$ cat config.mk
export PLATFORM = sky130hd
export DESIGN_NAME = hwlp_regfile_n
export DESIGN_NICKNAME = d
export VERILOG_FILES = /design/src/rtl/hwlp_regfile_n_pkg.sv /design/src/rtl/hwlp_regfile_n_prio_enc.sv /design/src/rtl/hwlp_regfile_n.sv
export SDC_FILE = /design/constraint.sdc
export NUM_CORES = 1
export LEC_CHECK = 0
export ABC_AREA = 1
export CAP_MARGIN = 10
export CORE_UTILIZATION = 55
export CTS_BUF_LIST = sky130_fd_sc_hd__clkbuf_8
export DETAILED_ROUTE_END_ITERATION = 8
export PLACE_DENSITY = 0.89
export SYNTH_ARGS = -nofsm -noshare
export SYNTH_HDL_FRONTEND = slang
export SYNTH_SLANG_ARGS = --single-unit
$ cat constraint.sdc
create_clock -name clk -period 12.3 [get_ports clk]
set_clock_uncertainty 0.2 [all_clocks]
set_input_delay 1.845 -clock clk [delete_from_list [all_inputs] [get_ports clk]]
set_output_delay 1.845 -clock clk [all_outputs]
set_load 0.02 [all_outputs]
$ cat src/rtl/hwlp_regfile_n_pkg.sv
// hwlp_regfile_n_pkg: shared write-select encoding and loop-count limit for the hardware-loop register file.
package hwlp_regfile_n_pkg;
    localparam int HWLP_MAX_LOOPS = 8;
    typedef enum logic [1:0] {
        HWLP_SEL_START = 2'b00,
        HWLP_SEL_END   = 2'b01,
        HWLP_SEL_CNT   = 2'b10
    } hwlp_sel_e;
endpackage

$ cat src/rtl/hwlp_regfile_n_prio_enc.sv
// hwlp_prio_enc: lowest-index-wins priority encoder selecting the innermost matching loop.
module hwlp_prio_enc #(
    parameter int N_LOOPS = 2,
    localparam int IDX_W = (N_LOOPS > 1) ? $clog2(N_LOOPS) : 1
) (
    input  logic [N_LOOPS-1:0] req,
    output logic               valid,
    output logic [IDX_W-1:0]   idx
);
    always_comb begin
        idx = '0;
        for (int i = N_LOOPS - 1; i >= 0; i--)
            idx = req[i] ? IDX_W'(i) : idx;
    end
    assign valid = |req;
endmodule

$ cat src/rtl/hwlp_regfile_n.sv
// hwlp_regfile_n: N hardware-loop start/end/count registers with end-of-body match and branch-back.
// Optional HWLP_CFG_CHECK_EN adds a sticky end<start configuration error flag.
module hwlp_regfile_n
    import hwlp_regfile_n_pkg::*;
#(
    parameter int N_LOOPS = 2,
    parameter int ADDR_W = 32,
    parameter int CNT_W = 32,
    localparam int IDX_W = (N_LOOPS > 1) ? $clog2(N_LOOPS) : 1,
    localparam int DATA_W = (ADDR_W > CNT_W) ? ADDR_W : CNT_W
) (
    input  logic                      clk,
    input  logic                      rst,
    input  logic                      we_i,
    input  logic [1:0]                sel_i,
    input  logic [IDX_W-1:0]          idx_i,
    input  logic [DATA_W-1:0]         wdata_i,
    input  logic                      instr_valid_i,
    input  logic                      id_ready_i,
    input  logic [ADDR_W-1:0]         pc_id_i,
    input  logic                      err_clr_i,
    output logic [N_LOOPS*ADDR_W-1:0] hwlp_start_o,
    output logic [N_LOOPS*ADDR_W-1:0] hwlp_end_o,
    output logic [N_LOOPS*CNT_W-1:0]  hwlp_cnt_o,
    output logic [N_LOOPS-1:0]        hwlp_active_o,
    output logic                      hwlp_jump_o,
    output logic [ADDR_W-1:0]         hwlp_target_o,
    output logic                      hwlp_cfg_err_o
);
    if (N_LOOPS < 1 || N_LOOPS > HWLP_MAX_LOOPS) begin : g_bad_loops
        $error("hwlp_regfile_n: N_LOOPS out of range");
    end

    logic [ADDR_W-1:0] start_q [N_LOOPS];
    logic [ADDR_W-1:0] end_q   [N_LOOPS];
    logic [CNT_W-1:0]  cnt_q   [N_LOOPS];
    logic [ADDR_W-1:0] start_nx[N_LOOPS];
    logic [ADDR_W-1:0] end_nx  [N_LOOPS];
    logic [CNT_W-1:0]  cnt_nx  [N_LOOPS];
    logic [N_LOOPS-1:0] match, wr_k, dec_k, bad;
    logic [IDX_W-1:0] win;
    logic hit, wr_ok;

    assign wr_ok = we_i && (int'(idx_i) < N_LOOPS) && (sel_i != 2'b11);

    for (genvar k = 0; k < N_LOOPS; k++) begin : g_loop
        assign match[k] = instr_valid_i && (pc_id_i == end_q[k]) && (|cnt_q[k]);
        assign wr_k[k]  = wr_ok && (idx_i == IDX_W'(k));
        assign dec_k[k] = hit && id_ready_i && (win == IDX_W'(k));
        assign start_nx[k] = (wr_k[k] && sel_i == HWLP_SEL_START) ? wdata_i[ADDR_W-1:0] : start_q[k];
        assign end_nx[k]   = (wr_k[k] && sel_i == HWLP_SEL_END) ? wdata_i[ADDR_W-1:0] : end_q[k];
        // a count write overrides a same-cycle decrement of that loop
        assign cnt_nx[k]   = (wr_k[k] && sel_i == HWLP_SEL_CNT) ? wdata_i[CNT_W-1:0] :
                             dec_k[k] ? cnt_q[k] - CNT_W'(1) : cnt_q[k];
        assign bad[k] = (|cnt_nx[k]) && (end_nx[k] < start_nx[k]);
        assign hwlp_start_o[k*ADDR_W +: ADDR_W] = start_q[k];
        assign hwlp_end_o[k*ADDR_W +: ADDR_W]   = end_q[k];
        assign hwlp_cnt_o[k*CNT_W +: CNT_W]     = cnt_q[k];
        assign hwlp_active_o[k] = |cnt_q[k];
    end

    hwlp_prio_enc #(.N_LOOPS(N_LOOPS)) u_prio (
        .req  (match),
        .valid(hit),
        .idx  (win)
    );

    assign hwlp_jump_o   = hit && (cnt_q[win] > CNT_W'(1));
    assign hwlp_target_o = hwlp_jump_o ? start_q[win] : '0;

    always_ff @(posedge clk or posedge rst) begin
        if (rst) begin
            start_q <= '{default: '0};
            end_q   <= '{default: '0};
            cnt_q   <= '{default: '0};
        end else begin
            start_q <= start_nx;
            end_q   <= end_nx;
            cnt_q   <= cnt_nx;
        end
    end

`ifdef HWLP_CFG_CHECK_EN
    logic err_q;
    always_ff @(posedge clk or posedge rst) begin
        if (rst)
            err_q <= 1'b0;
        else
            err_q <= (|bad) || (err_q && !err_clr_i);
    end
    assign hwlp_cfg_err_o = err_q;
`else
    logic unused_cfg;
    assign unused_cfg = err_clr_i ^ (|bad);
    assign hwlp_cfg_err_o = 1'b0;
`endif
endmodule
==> impl_metrics.py, run 1 <==
metrics = {
    "status": {
        "status": "finished clean",
    },
    "synthesis": {
        "synthTopCellsByArea": "dfrtp_1, nand2_1, o21ai_0, nand3_1, inv_1",
        "ys_ff_latch": 192,
        "yosys-top-cells-count": "nand2_1, o21ai_0, dfrtp_1, inv_1, nor2_1",
        "synth.most_common_cell": "nand2_1",
        "yosys.area.top_type_share_pct": 41.70,
        "ys_seq_area_share_pct": 41.70,
        "ys_warn_count": 0,
        "synth_area_per_cell_um2": 6.765,
        "synthDistinctLibCells": 33,
        "async_flop_share_pct": 100.0,
        "synth-edff-count": 0,
        "syn_inst": 1703,
        "syn-cell-area_um2": 11520,
        "yosys.area.top_type": "dfrtp_1",
        "synthFlopType": "dfrtp_1",
        "syn-num-nets": 1778,
    },
    "die": {
        "die_x_um": 146.7,
        "rows": 52,
        "die-area_um2": 21530,
        "die_y_um": 146.7,
        "initial_utilization_pct": 56.57,
        "io_pins": 301,
        "core_um2": 20360,
    },
    "sta": {
        "holdWs_ps": 321.8,
        "rsz0062_at_grt": "false",
        "tns_ps": 0,
        "hold_viol": 0,
        "slew_headroom_pct": 24.96,
        "slew_violations": 0,
        "setup_viol": 0,
        "fmax_mhz": 132.2,
        "finalCriticalPeriod_ps": 7562,
        "worstMarginPinSlew_ps": 1123,
        "min_period_over_period_pct": 61.48,
    },
    "global_route": {
        "grt_pass1_vias": 11240,
        "track_usage_pct": 37.55,
        "antenna_found_initial": 1,
        "grt_remaining_overflow": 0,
        "grt_max_degree": 122,
        "grt_pass1_wl_um": 61650,
    },
    "critical_path": {
        "critPathArrivalTime_ps": 5520,
        "start_kind": "primary input",
        "cp_top_family": "simple AND/OR/NAND/NOR gates",
        "worst_path_most_repeated_cell": "nand2_1",
        "crit_buf_inv": 4,
        "reg2reg_slack_ps": 8500,
        "critPathMaxStageDelay_ps": 640,
        "critPathKind": "primary input to output port",
        "crit_fanout": 35,
        "critPathRequiredTime_ps": 10260,
        "crit_chain": "clkdlybuf4s50_1 -> inv_1 -> nand2_1 -> nand2_1 -> nor2_1 -> nand2_1 -> nor2_1 -> nand2_1 -> nor2_1 -> nand3_4 -> nand2_2 -> nand2_1 -> nand2_1 -> nand2_1 -> inv_1 -> clkdlybuf4s50_1",
        "crit_path_end_kind": "output port",
        "critPathSlowestCell": "nand2_2",
    },
    "clock_network": {
        "numCtsBuffers": 17,
        "post_cts.repair.setup_buffers": 0,
        "cts_root_buffer": "clkbuf_8",
        "htree_levels": 4,
        "clk_latency_ps": 500,
        "post_cts_resized": 0,
        "holdBufCountCts": 0,
        "cts_max_path_buffers": 2,
        "cts.clk_slew.worst_paths_ps": 100,
        "cts_tree": "built",
        "cts_num_sinks": 192,
    },
    "layout": {
        "area_growth_syn_to_layout_pct": 29.94,
        "drive_gt1_share_pct": 3.702,
        "nNetsFinal": 2034,
        "fill_cells": 1643,
        "finalInstanceArea_um2": 14970,
    },
    "pwr": {
        "p_switching_mw": 1.282,
        "vdd_drop_max_v": 0.0001337,
        "p_leak_nw": 7.588,
        "p_sw_share_pct": 45.61,
        "internal_power_mw": 1.529,
        "power_density_nw_per_um2": 187.8,
        "pwr-share-seq_pct": 36.4,
        "power_frac_comb_pct": 48.6,
        "power_frac_clock_pct": 15.1,
    },
    "placed_design": {
        "portBuffers": 298,
        "gp_congestion": 1.015,
        "dp_hpwl_um": 30290,
        "dpl_cell_area_um2": 14570,
    },
    "routing": {
        "drt_iter0_drc": 1100,
        "routed_wl_um": 40160,
        "num_vias": 12380,
        "routedWlPerCell_um": 17.91,
        "firstDrtPassIters": 6,
        "vias_per_cell": 5.520,
        "antenna_left": 0,
        "drc": 0,
    },
    "hold_path": {
        "hold_class": "flip-flop to flip-flop",
    },
    "job": {
        "max-cap-violations": 0,
    },
}
## power by group through the flow
stage / sequential, mW / clock, mW / combinational [mW]
floorplan: 1.16 / 0 / 0.641
global placement: 1.02 / 0 / 1.31
detailed placement: 1.02 / 0 / 1.35
CTS: 1.01 / 0.425 / 1.36
global route: 1.04 / 0.451 / 1.50
finish: 1.02 / 0.424 / 1.37
## through the flow
| stage | power, mW | setup slack (ps) | utilization, % | cells |
|---|---|---|---|---|
| finish | 2.812 | 4738 | 73.51 | 2243 |
| global placement | 2.332 | 4839 | 71.52 | 2210 |
| detailed placement | 2.370 | 4827 | 71.52 | 2210 |
| global route | 2.989 | 4469 | 73.51 | 2243 |
| floorplan | 1.799 | 5028 | - | 1703 |
| CTS | 2.796 | 4788 | 73.50 | 2242 |
## cell type report
cell class                      instances  area, um^2  share of cell area (%)
Multi-Input combinational cell       1259        5692                   38.02
Sequential cell                       192        4805                   32.09
Timing Repair Buffer                  305        3035                   20.28
Inverter                              184       695.7                   4.647
Tap cell                              270       337.8                   2.257
Clock buffer                           17       234.0                   1.563
Clock inverter                         15       168.9                   1.128
Antenna cell                            1       2.502                 0.01672
## worst min-delay path, delay by kind of cell (launching register included)
family | cells | cell delay [ps]
flops | 1 | 370
compound gates | 1 | 60
simple gates | 1 | 60
## placed cells by master, fill, tap and decap left out, types with 15 or more instances in the layout
cell and count:
nand4_1 19, nor2_1 150, xnor2_1 21, nand3_1 141, nand2_1 632, xor2_1 34, clkdlybuf4s50_1 298, dfrtp_1 192
inv_1 174, clkbuf_8 17, nor3_1 15, o21ai_0 206
## per-layer routing
layer  global-route usage [%]  part of all wire, %  up-vias
li1                         -                    -     5854
met1                    49.77                   40     5745
met2                    60.21                   46      660
met3                    6.770                  9.5      122
met4                    16.98                  4.8        0
met5                        0                    0        -
## worst paths after layout
path,startpoint,to,cells after the start
min reg2reg,hwlp_start_o[58]$_DFFE_PP0P_,hwlp_start_o[58]$_DFFE_PP0P_,2
max in group asynchronous,rst,hwlp_start_o[47]$_DFFE_PP0P_,3
max,pc_id_i[9],hwlp_target_o[12],16
max reg2reg,hwlp_cnt_o[8]$_DFFE_PP0P_,hwlp_cnt_o[18]$_DFFE_PP0P_,10
min in group asynchronous,rst,hwlp_start_o[35]$_DFFE_PP0P_,2
min,hwlp_start_o[58]$_DFFE_PP0P_,hwlp_start_o[58]$_DFFE_PP0P_,2
## state kept, by name, summed over array words and instances (netlist names)
| register | cells |
|---|---|
| hwlp_start_o | 64 |
| hwlp_end_o | 64 |
| hwlp_cnt_o | 64 |
## logic make-up (layout without fill, tap and decap cells)
| group | after synthesis | after routing | synth area share, % |
|---|---|---|---|
| DFF | 192 | 192 | 41.70 |
| xor gates and xnor gates | 55 | 55 | 4.181 |
| adders and majority gates | 2 | 2 | 0.2172 |
| buffers and inverters | 252 | 521 | 8.894 |
| AOI/OAI and AO/OA | 214 | 214 | 9.340 |
| and+or+nand+nor | 987 | 987 | 35.63 |
| other | 1 | 2 | 0.03255 |
No activity file was read; power rests on OpenSTA's default activity.
==> run 2: changes to the inputs <==
--- a/config.mk
+++ b/config.mk
@@ -7,10 +7,10 @@
 export LEC_CHECK = 0
 export ABC_AREA = 1
 export CAP_MARGIN = 10
-export CORE_UTILIZATION = 55
+export CORE_UTILIZATION = 46
 export CTS_BUF_LIST = sky130_fd_sc_hd__clkbuf_8
 export DETAILED_ROUTE_END_ITERATION = 8
-export PLACE_DENSITY = 0.89
+export PLACE_DENSITY = 0.79
 export SYNTH_ARGS = -nofsm -noshare
 export SYNTH_HDL_FRONTEND = slang
 export SYNTH_SLANG_ARGS = --single-unit
==> constraint.sdc (replaced) <==
create_clock -name clk -period 6.2 [get_ports clk]
set_clock_uncertainty 0.2 [all_clocks]
set_input_delay 0.93 -clock clk [delete_from_list [all_inputs] [get_ports clk]]
set_output_delay 0.93 -clock clk [all_outputs]
set_load 0.02 [all_outputs]
==> impl_metrics.py, run 2 (synthesis results as in run 1) <==
metrics = {
    "status": {
        "status": "finished clean",
    },
    "clock_network": {
        "holdBufCountCts": 0,
        "numCtsBuffers": 17,
        "htree_levels": 4,
        "clk_latency_ps": 480,
        "post_cts.repair.setup_buffers": 0,
        "cts_root_buffer": "clkbuf_8",
        "post_cts_resized": 0,
        "cts_num_sinks": 192,
        "cts.clk_slew.worst_paths_ps": 80,
        "cts_max_path_buffers": 2,
        "cts_tree": "built",
    },
    "sta": {
        "fmax_mhz": 183.9,
        "slew_headroom_pct": 23.71,
        "rsz0062_at_grt": "false",
        "finalCriticalPeriod_ps": 5438,
        "worstMarginPinSlew_ps": 1142,
        "hold_viol": 0,
        "slew_violations": 0,
        "setup_slack_ps": 762.1,
        "tns_ps": 0,
        "setup_viol": 0,
        "min_period_over_period_pct": 87.71,
    },
    "critical_path": {
        "critPathKind": "primary input to output port",
        "reg2reg_slack_ps": 2490,
        "critPathSlowestCell": "clkdlybuf4s50_1",
        "worst_path_most_repeated_cell": "nand2_1",
        "critPathRequiredTime_ps": 5070,
        "cp_top_family": "simple AND/OR/NAND/NOR gates",
        "crit_fanout": 33,
        "crit_path_end_kind": "output port",
        "crit_buf_inv": 4,
        "crit_chain": "clkdlybuf4s50_1 -> xnor2_1 -> nand2_1 -> nor2_1 -> nand2_1 -> nor2_1 -> nand3_4 -> buf_4 -> nand3_1 -> nand2_2 -> nand2_1 -> inv_1 -> clkdlybuf4s50_1",
        "critPathMaxStageDelay_ps": 540,
        "critPathArrivalTime_ps": 4310,
        "start_kind": "primary input",
    },
    "layout": {
        "drive_gt1_share_pct": 3.799,
        "fill_cells": 2302,
        "area_growth_syn_to_layout_pct": 31.27,
        "final_common_cell": "nand2_1",
        "antennaDiodeCount": 0,
        "fin_util_pct": 61.82,
        "fin_cells": 2298,
        "multi_input_area_um2": 5692,
        "mostFrequentLayoutCells": "nand2_1, clkdlybuf4s50_1, o21ai_0, dfrtp_1, inv_1",
        "seq_area_um2": 4805,
        "nNetsFinal": 2037,
    },
    "routing": {
        "firstDrtPassIters": 5,
        "drt_iter0_drc": 1241,
        "routed_wl_um": 40370,
        "routedWlPerCell_um": 17.57,
        "drc": 0,
        "num_vias": 12140,
        "antenna_left": 0,
        "vias_per_cell": 5.285,
    },
    "placed_design": {
        "post-place-cells": 2267,
        "post-place-ws_ps": 778.9,
        "dp_hpwl_um": 30640,
        "gp_congestion": 0.9619,
        "portBuffers": 298,
    },
    "die": {
        "core_um2": 24460,
        "die_x_um": 160.3,
        "die-area_um2": 25680,
        "io_pins": 301,
        "initial_utilization_pct": 47.10,
        "rows": 57,
        "die_y_um": 160.3,
    },
    "job": {
        "max-cap-violations": 0,
    },
    "global_route": {
        "grtUsageMet1_pct": 44.10,
        "grt_max_degree": 187,
        "grt_remaining_overflow": 0,
        "gr-usage-met2_pct": 49.35,
        "antenna_found_initial": 0,
        "grt_pass1_vias": 11110,
        "busiest_layer": "met2",
        "track_usage_pct": 31.55,
        "grt_pass1_wl_um": 62070,
        "gr-usage-met3_pct": 4.442,
    },
    "pwr": {
        "vdd_drop_max_v": 0.0002548,
        "p_leak_nw": 7.624,
        "power_density_nw_per_um2": 373.2,
    },
    "hold_path": {
        "hold_class": "flip-flop to flip-flop",
    },
}
run 2: cell types whose count changed in the layout (fill, tap and decap cells not counted), sizes merged:
| cell | change |
|---|---|
| bufinv | +3 |
| clkinv | -1 |
| buf | +3 |
| inv | -7 |
| clkbuf | +2 |
| diode | -1 |
| clkinvlp | +2 |
run 2: area by class of cell:
type,count,area share (%)
Tap cell,324,2.681
Timing Repair Buffer,308,20.39
Inverter,184,4.592
Sequential cell,192,31.77
Clock buffer,19,1.729
Clock inverter,12,1.208
Multi-Input combinational cell,1259,37.64
run 2: tightest hold or removal path: cells and delay by family, from the launching register on:
kind	cells	cell delay [ps]
AND/OR/NAND/NOR	1	60
flip-flops	1	370
AO/OA/AOI/OAI	1	60
run 2: power breakdown:
part	internal, mW	switching, mW
Combinational	1.13	1.56
Clock	0.462	0.460
Sequential	1.56	0.470
Total	3.16	2.49
run 2: per-layer routing:
metal	vias to the layer above	share of wire, %
met4	0	3.5
li1	5859	-
met5	-	0
met2	554	45
met1	5663	44
met3	68	7.7
run 2: path summary, 6_finish.rpt:
check | start | to | cells after the start
setup / recovery | pc_id_i[18] | hwlp_target_o[15] | 13
hold / removal | hwlp_start_o[7]$_DFFE_PP0P_ | hwlp_start_o[7]$_DFFE_PP0P_ | 2
setup reg to reg | hwlp_cnt_o[8]$_DFFE_PP0P_ | hwlp_cnt_o[12]$_DFFE_PP0P_ | 10
hold reg to reg | hwlp_start_o[7]$_DFFE_PP0P_ | hwlp_start_o[7]$_DFFE_PP0P_ | 2
max in group asynchronous | rst | hwlp_end_o[22]$_DFFE_PP0P_ | 3
min in group asynchronous | rst | hwlp_end_o[30]$_DFFE_PP0P_ | 2
run 2: metrics by stage:
stage	area (um^2)	power (mW)	hold slack, ps
global route	15120	6.029	354.7
detailed placement	14680	4.709	299.4
finish	15120	5.644	319.1
global placement	14680	4.657	290.5
floorplan	11520	3.569	410.6
CTS	15120	5.639	320.2
